==> src/rtl/fp_class_pkg.sv <==
// Shared definitions for the FCLASS pipeline and its decode helper.
// Class bit indices follow the RISC-V FCLASS result layout.
package fp_class_pkg;

    localparam int CLASS_W  = 10;

    localparam int CLS_NINF = 0;
    localparam int CLS_NNRM = 1;
    localparam int CLS_NSUB = 2;
    localparam int CLS_NZER = 3;
    localparam int CLS_PZER = 4;
    localparam int CLS_PSUB = 5;
    localparam int CLS_PNRM = 6;
    localparam int CLS_PINF = 7;
    localparam int CLS_SNAN = 8;
    localparam int CLS_QNAN = 9;

    typedef logic [CLASS_W-1:0] fp_class_t;

    // Reduced operand fields carried from the first stage to the decoder
    typedef struct packed {
        logic sign;
        logic e1;
        logic e0;
        logic m0;
        logic q;
    } fp_flags_t;

    function automatic logic is_nan(input fp_class_t c);
        return c[CLS_SNAN] | c[CLS_QNAN];
    endfunction

endpackage

==> src/rtl/fp_class_decode.sv <==
// Combinational FCLASS decode from reduced fields to a one-hot class.
// Shared with the FP compare unit.
module fp_class_decode
    import fp_class_pkg::*;
(
    input  fp_flags_t flags_i,
    output fp_class_t class_o
);

    logic s;
    logic e1;
    logic e0;
    logic m0;
    logic q;

    assign s  = flags_i.sign;
    assign e1 = flags_i.e1;
    assign e0 = flags_i.e0;
    assign m0 = flags_i.m0;
    assign q  = flags_i.q;

    // Arms are mutually exclusive; NaN arms ignore the sign
    always_comb begin
        class_o = '0;
        unique case (1'b1)
            e1 & m0: begin
                class_o[CLS_NINF] = s;
                class_o[CLS_PINF] = ~s;
            end
            e1 & ~m0 & q: begin
                class_o[CLS_QNAN] = 1'b1;
            end
            e1 & ~m0 & ~q: begin
                class_o[CLS_SNAN] = 1'b1;
            end
            ~e1 & e0 & m0: begin
                class_o[CLS_NZER] = s;
                class_o[CLS_PZER] = ~s;
            end
            ~e1 & e0 & ~m0: begin
                class_o[CLS_NSUB] = s;
                class_o[CLS_PSUB] = ~s;
            end
            default: begin
                class_o[CLS_NNRM] = s;
                class_o[CLS_PNRM] = ~s;
            end
        endcase
    end

endmodule

==> src/rtl/fp_class_pipe.sv <==
// Two-stage elastic FCLASS pipeline with sticky class OR and NaN counter.
// Sits between FP regfile read and the integer writeback arbiter.
module fp_class_pipe
    import fp_class_pkg::*;
#(
    parameter int EXP_W = 8,
    parameter int MAN_W = 23,
    parameter int XLEN  = 32,
    parameter int TAG_W = 5,
    parameter int CNT_W = 8,
    localparam int FW   = 1 + EXP_W + MAN_W
) (
    input  logic              CLK,
    input  logic              RST,
    input  logic              EN,
    input  logic              in_valid,
    output logic              in_ready,
    input  logic [FW-1:0]     in_f,
    input  logic [TAG_W-1:0]  in_tag,
    output logic              out_valid,
    input  logic              out_ready,
    output logic [XLEN-1:0]   out_class,
    output logic [TAG_W-1:0]  out_tag,
    input  logic              sticky_clr,
    output logic [CLASS_W-1:0] sticky_class,
    output logic [CNT_W-1:0]  nan_cnt
);

    localparam logic [CNT_W-1:0] CNT_MAX = '1;

    logic [EXP_W-1:0] exp_w;
    logic [MAN_W-1:0] man_w;
    fp_flags_t        in_flags;

    assign exp_w = in_f[FW-2 -: EXP_W];
    assign man_w = in_f[MAN_W-1:0];

    assign in_flags.sign = in_f[FW-1];
    assign in_flags.e1   = &exp_w;
    assign in_flags.e0   = ~|exp_w;
    assign in_flags.m0   = ~|man_w;
    assign in_flags.q    = man_w[MAN_W-1];

    logic             s1_valid_q, s1_valid_d;
    fp_flags_t        s1_flags_q, s1_flags_d;
    logic [TAG_W-1:0] s1_tag_q,   s1_tag_d;
    logic             s2_valid_q, s2_valid_d;
    fp_class_t        s2_class_q, s2_class_d;
    logic [TAG_W-1:0] s2_tag_q,   s2_tag_d;
    fp_class_t        sticky_q,   sticky_d;
    logic [CNT_W-1:0] nan_q,      nan_d;

    logic      s2_load;
    logic      s1_moves;
    logic      s1_load;
    logic      accept;
    logic      hs;
    fp_class_t s1_class;

    fp_class_decode u_dec (
        .flags_i (s1_flags_q),
        .class_o (s1_class)
    );

    // Ready ripples back combinationally so a streaming pipe never bubbles
    assign s2_load  = ~s2_valid_q | out_ready;
    assign s1_moves = s1_valid_q & s2_load;
    assign s1_load  = ~s1_valid_q | s1_moves;
    assign in_ready = RST & EN & s1_load;
    assign accept   = in_valid & in_ready;
    assign hs       = s2_valid_q & out_ready;

    always_comb begin
        s1_valid_d = s1_valid_q;
        s1_flags_d = s1_flags_q;
        s1_tag_d   = s1_tag_q;
        if (s1_load) begin
            s1_valid_d = accept;
        end
        if (accept) begin
            s1_flags_d = in_flags;
            s1_tag_d   = in_tag;
        end
    end

    always_comb begin
        s2_valid_d = s2_valid_q;
        s2_class_d = s2_class_q;
        s2_tag_d   = s2_tag_q;
        if (s2_load) begin
            s2_valid_d = s1_valid_q;
        end
        if (s1_moves) begin
            s2_class_d = s1_class;
            s2_tag_d   = s1_tag_q;
        end
    end

    // A clear coinciding with a handoff keeps that handoff's contribution
    always_comb begin
        sticky_d = sticky_q;
        nan_d    = nan_q;
        if (sticky_clr) begin
            sticky_d = hs ? s2_class_q : '0;
            nan_d    = (hs && is_nan(s2_class_q)) ? CNT_W'(1) : '0;
        end else if (hs) begin
            sticky_d = sticky_q | s2_class_q;
            if (is_nan(s2_class_q) && (nan_q != CNT_MAX)) begin
                nan_d = nan_q + CNT_W'(1);
            end
        end
    end

    always_ff @(posedge CLK or negedge RST) begin
        if (!RST) begin
            s1_valid_q <= 1'b0;
            s1_flags_q <= '0;
            s1_tag_q   <= '0;
            s2_valid_q <= 1'b0;
            s2_class_q <= '0;
            s2_tag_q   <= '0;
            sticky_q   <= '0;
            nan_q      <= '0;
        end else begin
            s1_valid_q <= s1_valid_d;
            s1_flags_q <= s1_flags_d;
            s1_tag_q   <= s1_tag_d;
            s2_valid_q <= s2_valid_d;
            s2_class_q <= s2_class_d;
            s2_tag_q   <= s2_tag_d;
            sticky_q   <= sticky_d;
            nan_q      <= nan_d;
        end
    end

    assign out_valid    = s2_valid_q;
    assign out_class    = XLEN'(s2_class_q);
    assign out_tag      = s2_tag_q;
    assign sticky_class = sticky_q;
    assign nan_cnt      = nan_q;

endmodule
==> config.mk <==
export PLATFORM = sky130hd
export DESIGN_NAME = fp_class_pipe
export DESIGN_NICKNAME = d
export VERILOG_FILES = /design/src/rtl/fp_class_pkg.sv /design/src/rtl/fp_class_decode.sv /design/src/rtl/fp_class_pipe.sv
export SDC_FILE = /design/constraint.sdc
export NUM_CORES = 1
export LEC_CHECK = 0
export BUFFER_PORTS_ARGS = -buffer_cell sky130_fd_sc_hd__buf_2
export CAP_MARGIN = 20
export CELL_PAD_IN_SITES_DETAIL_PLACEMENT = 1
export CELL_PAD_IN_SITES_GLOBAL_PLACEMENT = 1
export CORE_MARGIN = 5
export CORE_UTILIZATION = 37
export DETAILED_ROUTE_END_ITERATION = 8
export PLACE_DENSITY = 0.81
export SLEW_MARGIN = 20
export SYNTH_ARGS = -nofsm -noshare
export SYNTH_HDL_FRONTEND = slang
export SYNTH_SLANG_ARGS = --single-unit
==> constraint.sdc <==
create_clock -name CLK -period 3.5 [get_ports CLK]
set_clock_uncertainty 0.15 [all_clocks]
set_input_delay 0.175 -clock CLK [delete_from_list [all_inputs] [get_ports CLK]]
set_output_delay 0.175 -clock CLK [all_outputs]
set_load 0.02 [all_outputs]
## Yosys cells after proc, flatten, opt, wreduce, memory -nomap -nowiden

Index checks and enable logic that the tools add are counted.
W data, S select, Z words.

| cells by class | value |
|---|---|
| add/subtract/negate cells | 1 |
| eq/ne operators | 1 |
| mux-type cells | 16 |
| bitwise operators | 22 |
| reductions and logical operators | 11 |

Operator list:

| cell | number |
|---|---|
| $mux W10 | 3 |
| $mux W8 | 3 |
| $reduce_or A23 Y1 | 1 |
| $and A1 B1 Y1 | 12 |
| $or A10 B10 Y10 | 1 |
| $mux W1 | 9 |
| $add A8 B1 Y8 const B | 1 |
| $ne A8 B8 Y1 const B | 1 |
| $reduce_and A8 Y1 | 1 |
| $reduce_or A8 Y1 | 1 |
| $not A1 Y1 | 6 |
| $reduce_or A5 Y1 | 1 |
| $reduce_bool A2 Y1 | 2 |
| $or A1 B1 Y1 | 3 |
| $logic_and A1 B1 Y1 | 2 |
| $logic_not A1 Y1 | 2 |
| $mux W2 | 1 |
| $reduce_and A2 Y1 | 1 |

| word-level totals | value |
|---|---|
| register bits after elaboration | 45 |
| output and inout port bits | 57 |

## Logic depth before layout (Yosys ltp)

Gate-level depths: netlist of run 1.

| depth | value |
|---|---|
| depth in word-level cells | 6 |
| gate-level depth with buffers | 5 |

## By module

Synthesis of run 1 repeated with hierarchy kept, for this count alone.

| unflattened totals | value |
|---|---|
| cells, all modules | 180 |
| area total of the unflattened synthesis | 2179.6 um^2 |

By module, submodules not included:

| module | instances | cells each | area an instance (um^2) |
|---|---|---|---|
| fp_class_pipe | 1 | 170 | 2077.0 |
| fp_class_decode | 1 | 10 | 102.6 |

## Worst setup path before layout of run 1

Ideal clock, no wire load.

| path | value |
|---|---|
| kind | register to register |
| start point | register nan_q[0] (netlist: nan_cnt[0]) |
| end point | register nan_q[7] (netlist: nan_cnt[7]) |
| setup time | 0.119 ns |
| arrival time | 1.404 ns |
| path slack | 1.827 ns |
| cell stages (with the launch flop) | 6 |
| path buffers | 0 |
| clock period less this slack | 1.673 ns |
| path through | dfrtp_1 -> ha_1 -> nand3_1 -> o211ai_2 -> o21a_1 -> o21a_1 |

| on the way | value |
|---|---|
| cells in the longest elaborated chain, start to end | 4 |
| elaborated cells on any way between the ends | 8 |

Ends and longest elaborated chain:

| what | RTL line | text |
|---|---|---|
| start, declared | fp_class_pipe.sv:51 | `logic [CNT_W-1:0] nan_q, nan_d;` |
| start signal, assigned | fp_class_pipe.sv:132 | `nan_q <= nan_d;` |
| $add A8 B1 Y8 or $ne A8 B8 Y1 (tied branches) | fp_class_pipe.sv:109, fp_class_pipe.sv:108 |  |
| $mux W8 or $logic_and A1 B1 Y1 (tied branches) | fp_class_pipe.sv:108 | `if (is_nan(s2_class_q) && (nan_q != CNT_MAX)) begin` |
| $mux W8 or $reduce_bool A2 Y1 (tied branches) | -- |  |
| $mux W8 or $reduce_and A2 Y1 (tied branches) | -- |  |

Several ways; a longest one is shown, not always the timed one. The select of a mux whose other input is x is not followed.
A chain may end at the register's enable or synchronous reset.

## Worst setup path in the final report of run 1

| path | value |
|---|---|
| start point | input in_f[4] |
| end point | register s1_flags_q[1] in the netlist's numbering |

| on the way | value |
|---|---|
| cells in the longest elaborated chain, start to end | 2 |

Ends and longest elaborated chain:

| what | RTL line | text |
|---|---|---|
| start, declared | fp_class_pipe.sv:18 | `input logic [FW-1:0] in_f,` |
| $reduce_or A23 Y1 | fp_class_pipe.sv:41 | `assign in_flags.m0 = ~\|man_w;` |
| $logic_not A1 Y1 | fp_class_pipe.sv:41 |  |
| end signal, assigned | fp_class_pipe.sv:126 | `s1_flags_q <= s1_flags_d;` |
| end, declared | fp_class_pipe.sv:45 | `fp_flags_t s1_flags_q, s1_flags_d;` |

No other way between the ends.

==> results_dict.tcl, run 1 <==
set metrics [dict create \
    cts.clk_slew.worst_paths_ns 0.08 \
    track_usage 0.151 \
    use_met1 0.187 \
    fmax_mhz 417 \
    yosysMostFrequentCell "dfrtp_1" \
    synthTopCellsByCount "dfrtp_1, buf_4, nand2_1" \
    core_um2 5570 \
    maxCapViolCount 0 \
    first_global_vias 1857 \
    diodes 0 \
    synth_top_area_share 0.523 \
    fin_crit_ns 2.40 \
    n_fill_cell 652 \
    routed_wl_um 5370 \
    wl_per_cell_um 15.4 \
    die_w_um 86.3 \
    gr-total-overflow 0 \
    use_met3 0.0466 \
    vias_per_cell 4.87 \
    grt_max_degree 34 \
    drtAntennaViolNets 0 \
    timing.setup.tns_ns 0 \
    drv_slew 0 \
    die_area_um2 7450 \
    cts_buffers 5 \
    path_max_fanout 1 \
    clock_path_buffers 2 \
    portBuffers 77 \
    cp-end-kind "flop" \
    hold_viol 0 \
    area_growth_pct 27.3 \
    die_y_um 86.3 \
    yosys_most_used_dff "dfrtp_1" \
    rows 27 \
    antenna_found_initial 0 \
    rsz0062_at_grt "false" \
    start_util 0.386 \
    start_kind "input port" \
    routabilityCongestion 0.754 \
    dp_worst_setup_slack_ns 1.80 \
    drtPass1Iterations 4 \
    arrival_ns 2.45 \
    top_usage_layer "met2" \
    outcome "finished, final reports clean" \
    syn-mean-instance-area_um2 11.7 \
    dp.cells 327 \
    clock_latency_ns 0.30 \
    drive_gt1_frac 0.384 \
    drc 0 \
    seq_area_frac_synth 0.523 \
    timing.final.ws_setup_ns 1.10 \
    place_hpwl_um 4080 \
    synth-warning-count 0 \
    timing.final.crit_share 0.686 \
    drt_iter0_drc 49 \
    vdd_drop_max_uv 164 \
    stdcell_count 348 \
    cts_resized 0 \
    hp-start "in_f[24]" \
    cts_tree "built" \
    cts.sinks 45 \
    synth-edff-count 0 \
    nets 319 \
    hold_class "in -> reg" \
    syn-cell-area_um2 2150 \
    cts_root_buffer "clkbuf_8" \
    async_flop_share 1.00 \
    synth.area.top_cells "dfrtp_1, buf_4, mux2_2" \
    yosysTopAreaCell "dfrtp_1" \
    grt_pass1_wl_um 8860 \
    met2_usage 0.251 \
    power_density_nw_per_um2 426 \
    p_leak_nw 1.44 \
    path_class "in -> reg" \
    cts-htree-levels 2 \
    ys_ff_latch 45 \
    io_pins 100 \
    finalSetupViolCount 0 \
    crit_required_ns 3.55 \
    r2r_start "nan_cnt[0]" \
    syn_inst 184 \
    vias 1695 \
    crit_start "in_f[4]" \
    synth_cell_type_count 37 \
]
[flip-flops by register name (all words and copies together) (netlist names)]
signal and flops:
s1_valid_q 1, sticky_class 10, out_tag 5, s2_class_q 10, s1_tag_q 5, s1_flags_q 5
nan_cnt 8, out_valid 1
[critical path, cell delays in order]
cell	delay (ns)
dlygate4sd3_1	0.53
buf_2	0.12
nor4_1	0.25
dlygate4sd3_1	0.58
nand2_1	0.05
dlygate4sd3_1	0.56
o31ai_1	0.19
[cell usage in the layout, fill, tap and decap left out, drive strengths merged, types with 2 or more instances in the layout]
| master | netlist | routed |
|---|---|---|
| mux2 | 12 | 12 |
| nor3 | 3 | 3 |
| xor2 | 4 | 4 |
| and3 | 3 | 3 |
| inv | 5 | 5 |
| nand2 | 21 | 21 |
| nand3 | 2 | 2 |
| nor2 | 5 | 5 |
| dlygate4sd3 | 0 | 13 |
| nand4 | 5 | 5 |
| clkbuf | 1 | 7 |
| o21ai | 4 | 4 |
| o41ai | 6 | 6 |
| o31ai | 4 | 4 |
| nand3b | 2 | 2 |
| nand2b | 2 | 2 |
| o21a | 2 | 2 |
| o211ai | 4 | 4 |
| nor4 | 7 | 7 |
| buf | 27 | 78 |
| dfrtp | 45 | 45 |
| and2 | 2 | 2 |
| conb | 1 | 22 |
| a22o | 11 | 11 |
[path summary, 6_finish.rpt]
| kind | slack, ns | depth (start not counted) | end |
|---|---|---|---|
| worst max-delay path | 1.10 | 7 | s1_flags_q[1] |
| worst min-delay path | 0.005 | 3 | s1_flags_q[3] |
| worst max register to register | 1.78 | 5 | nan_cnt[7] |
| worst min register to register | 0.36 | 1 | sticky_class[2] |
| max in group asynchronous | 2.29 | 3 | s2_class_q[9] |
| min in group asynchronous | 0.16 | 2 | out_tag[2] |
[kinds of logic (layout without fill, tap and decap cells)]
kind of cell	after synthesis	after routing	share of synthesized area
compound gates	34	34	0.137
simple gates	53	53	0.139
mux	13	13	0.0726
buf+inv	33	104	0.105
other cells	1	22	0.00174
xor+xnor	4	4	0.0163
fa+ha+maj	1	1	0.00581
flops	45	45	0.523
[area by class of cell]
cell class,count,area [um2],share of cell area
clock buffer,7,96.3,0.0352
clock inverter,1,5.00,0.00183
inverter,5,18.8,0.00685
multi-input combinational,127,881,0.321
sequential,45,1130,0.411
tap,72,90.1,0.0329
timing repair buffer,91,523,0.191
[what timing repair did]
| item | in CTS | in global routing |
|---|---|---|
| buffers inserted | 0 | 0 |
| hold buffers | 13 | 0 |
| endpoints found under the setup margin | 0 | 0 |
| endpoints found under the hold margin | 21 | 0 |
[stage by stage]
step	total power [mW]	util	cell area (um2)	hold slack (ns)
global route	1.23	0.492	2740	0.0247
CTS	1.18	0.492	2740	0.00405
global placement	0.813	0.450	2510	-0.0474
floorplan	0.751	-	2230	-0.271
finish	1.17	0.492	2740	0.00516
detailed placement	0.823	0.450	2510	-0.0424
[report_power, final]
group          leakage [nW]  internal [mW]  total [mW]  switching, mW
clock                0.0542          0.178       0.350          0.171
combinational         0.785         0.0904       0.220          0.129
sequential            0.599          0.567       0.598         0.0304
total                  1.44          0.836        1.17          0.331
[routing by layer]
metal | vias up | part of all wire
met5 | - | 0
met4 | 0 | 0.013
li1 | 806 | -
met2 | 79 | 0.49
met1 | 805 | 0.42
met3 | 5 | 0.085
Power figures use the tool's default switching activity.
==> inputs of run 2 (changes only) <==
--- a/config.mk
+++ b/config.mk
@@ -10,9 +10,9 @@
 export CELL_PAD_IN_SITES_DETAIL_PLACEMENT = 1
 export CELL_PAD_IN_SITES_GLOBAL_PLACEMENT = 1
 export CORE_MARGIN = 5
-export CORE_UTILIZATION = 37
+export CORE_UTILIZATION = 35
 export DETAILED_ROUTE_END_ITERATION = 8
-export PLACE_DENSITY = 0.81
+export PLACE_DENSITY = 0.77
 export SLEW_MARGIN = 20
 export SYNTH_ARGS = -nofsm -noshare
 export SYNTH_HDL_FRONTEND = slang
==> constraint.sdc (replaced) <==
create_clock -name CLK -period 2.3 [get_ports CLK]
set_clock_uncertainty 0.15 [all_clocks]
set_input_delay 0.115 -clock CLK [delete_from_list [all_inputs] [get_ports CLK]]
set_output_delay 0.115 -clock CLK [all_outputs]
set_load 0.02 [all_outputs]
==> run 2 against run 1 <==
Hold slack better by 0.020 ns. Final area grew 5.3%. Flip-flop and latch count stayed put. Register-to-register slack got worse by 1.4 ns. Non-clock buffer count increased by 12. Critical path depth did not move. Sequential power rose by 52%. Total power is 60% higher. Critical endpoint is now s1_flags_q[2]. Largest power group unchanged. Highest routed layer unchanged.
==> results_dict.tcl, run 2 (synthesis gave the netlist of run 1 again) <==
set metrics [dict create \
    outcome "finished, final reports clean" \
    slew_headroom 0.620 \
    min_delay_path_depth 3 \
    cts-htree-levels 2 \
    vdd_drop_max_uv 270 \
    pwr-share-clk 0.329 \
    clock_path_buffers 2 \
    hold_class "in -> reg" \
    timing.final.crit_share 0.985 \
    cts.sinks 45 \
    cp_slowest_stage_delay_ns 0.58 \
    arrival_ns 2.34 \
    gr-total-overflow 0 \
    start_kind "input port" \
    drv_slew 0 \
    crit_top_cell "dlygate4sd3_1" \
    power_density_nw_per_um2 649 \
    final_common_cell "buf_2" \
    nets 331 \
    cts.clk_slew.worst_paths_ns 0.09 \
    maxCapViolCount 0 \
    routabilityCongestion 0.751 \
    area_growth_pct 33.9 \
    antenna_found_initial 0 \
    fmax_mhz 442 \
    rr_worst_depth 4 \
    rows 28 \
    switching_share 0.286 \
    cts_buffers 5 \
    multiInputGateArea_um2 887 \
    crit_path_cell_trace "dlygate4sd3_1 > buf_2 > nor4_2 > dlygate4sd3_1 > nand2_1 > dlygate4sd3_1 > o21ai_0" \
    crit_required_ns 2.38 \
    start_util 0.362 \
    drtAntennaViolNets 0 \
    cp-end-kind "flop" \
    slowest_stage "dlygate4sd3_1" \
    finalSetupViolCount 0 \
    grt_max_degree 46 \
    r2r_start "out_valid" \
    first_global_vias 1858 \
    drtPass1Iterations 4 \
    vias_per_cell 4.88 \
    core_um2 5960 \
    timing.setup.tns_ns 0 \
    seqCellArea_um2 1130 \
    dp.cells 330 \
    cts_root_buffer "clkbuf_8" \
    drive_gt1_frac 0.372 \
    postCtsSetupBuffers 0 \
    power.switching_uw 536 \
    die_w_um 88.4 \
    p_seq_frac 0.487 \
    portBuffers 77 \
    io_pins 100 \
    tightestPinTransition_ns 0.569 \
    p_leak_nw 1.49 \
    die_area_um2 7820 \
    n_fill_cell 683 \
    grt_pass1_wl_um 9010 \
    p_int_mw 1.34 \
    r2r_end "s1_flags_q[3]" \
    path_max_fanout 2 \
    drc 0 \
    cts_tree "built" \
    routed_wl_um 5570 \
    worstHoldEndpoint "out_valid" \
    final_cell_mix "buf_2, dfrtp_1, dlygate4sd3_1" \
    combPwrFrac 0.185 \
    path_class "in -> reg" \
    diodes 0 \
    fin_crit_ns 2.26 \
    drt_iter0_drc 65 \
    hp-start "out_ready" \
    stdcell_count 363 \
    track_usage 0.147 \
    die_y_um 88.4 \
    vias 1772 \
    hold_viol 0 \
    place_hpwl_um 3930 \
    clock_latency_ns 0.30 \
    reg2reg_slack_ns 0.35 \
    wl_per_cell_um 15.3 \
]
run 2: cell types whose count changed in the layout (fill, tap and decap cells not counted), sizes merged:
cell,before,now
dlygate4sd3,13,25
clkbuf,7,5
clkinvlp,0,1
bufinv,0,1
run 2: layer usage:
metal / vias up / track usage / share of wire
met5: - / 0 / 0
li1: 826 / - / -
met4: 0 / 0.0440 / 0.0068
met2: 91 / 0.247 / 0.48
met3: 4 / 0.0466 / 0.094
met1: 851 / 0.182 / 0.42
run 2: how the worst max path moves through the flow:
stage | startpoint | end | cells past startpoint | slack, ns
6_report | in_f[28] | s1_flags_q[2] | 7 | 0.04
5_1_grt | in_f[28] | s1_flags_q[2] | 7 | -0.02
4_1_cts | in_f[9] | s1_flags_q[1] | 7 | 0.06
3_5_place_dp | nan_cnt[0] | nan_cnt[7] | 5 | 0.64
3_3_place_gp | nan_cnt[0] | nan_cnt[7] | 5 | 0.69
2_1_floorplan | nan_cnt[0] | nan_cnt[7] | 5 | 0.63
run 2: area by class of cell:
| cell class | count | area share |
|---|---|---|
| sequential | 45 | 0.390 |
| multi-input combinational | 127 | 0.308 |
| timing repair buffer | 103 | 0.223 |
| tap | 75 | 0.0325 |
| clock buffer | 5 | 0.0239 |
| clock inverter | 3 | 0.0161 |
| inverter | 5 | 0.00651 |
run 2: critical path, delay by kind of cell:
kind	cells	cell delay [ns]
buffers and inverters	4	1.79
AOI/OAI and AO/OA	1	0.13
and+or+nand+nor	2	0.31
run 2: repair_timing:
item | 4_1_cts | 5_1_grt
endpoints found under the hold margin | 60 | 0
resized for setup | 0 | 1
hold buffers | 26 | 0
setup endpoints to repair | 0 | 2
run 2: power groups by stage:
stage / clock (mW) / sequential [mW] / combinational [mW]
after global routing: 0.662 / 0.923 / 0.374
final: 0.615 / 0.911 / 0.346
after global placement: 0 / 0.924 / 0.313
after detailed placement: 0 / 0.928 / 0.321
after floorplan: 0 / 0.980 / 0.162
after CTS: 0.626 / 0.913 / 0.348
run 2: metrics by stage:
| stage | power [mW] | area [um2] | utilization | hold slack [ns] | setup WS, ns |
|---|---|---|---|---|---|
| floorplan | 1.14 | 2230 | - | -0.331 | 0.627 |
| global placement | 1.24 | 2510 | 0.422 | 0.197 | 0.692 |
| detailed placement | 1.25 | 2510 | 0.422 | 0.203 | 0.645 |
| CTS | 1.89 | 2890 | 0.485 | 0.0214 | 0.0550 |
| global route | 1.96 | 2880 | 0.484 | 0.0371 | -0.0165 |
| finish | 1.87 | 2880 | 0.484 | 0.0253 | 0.0354 |
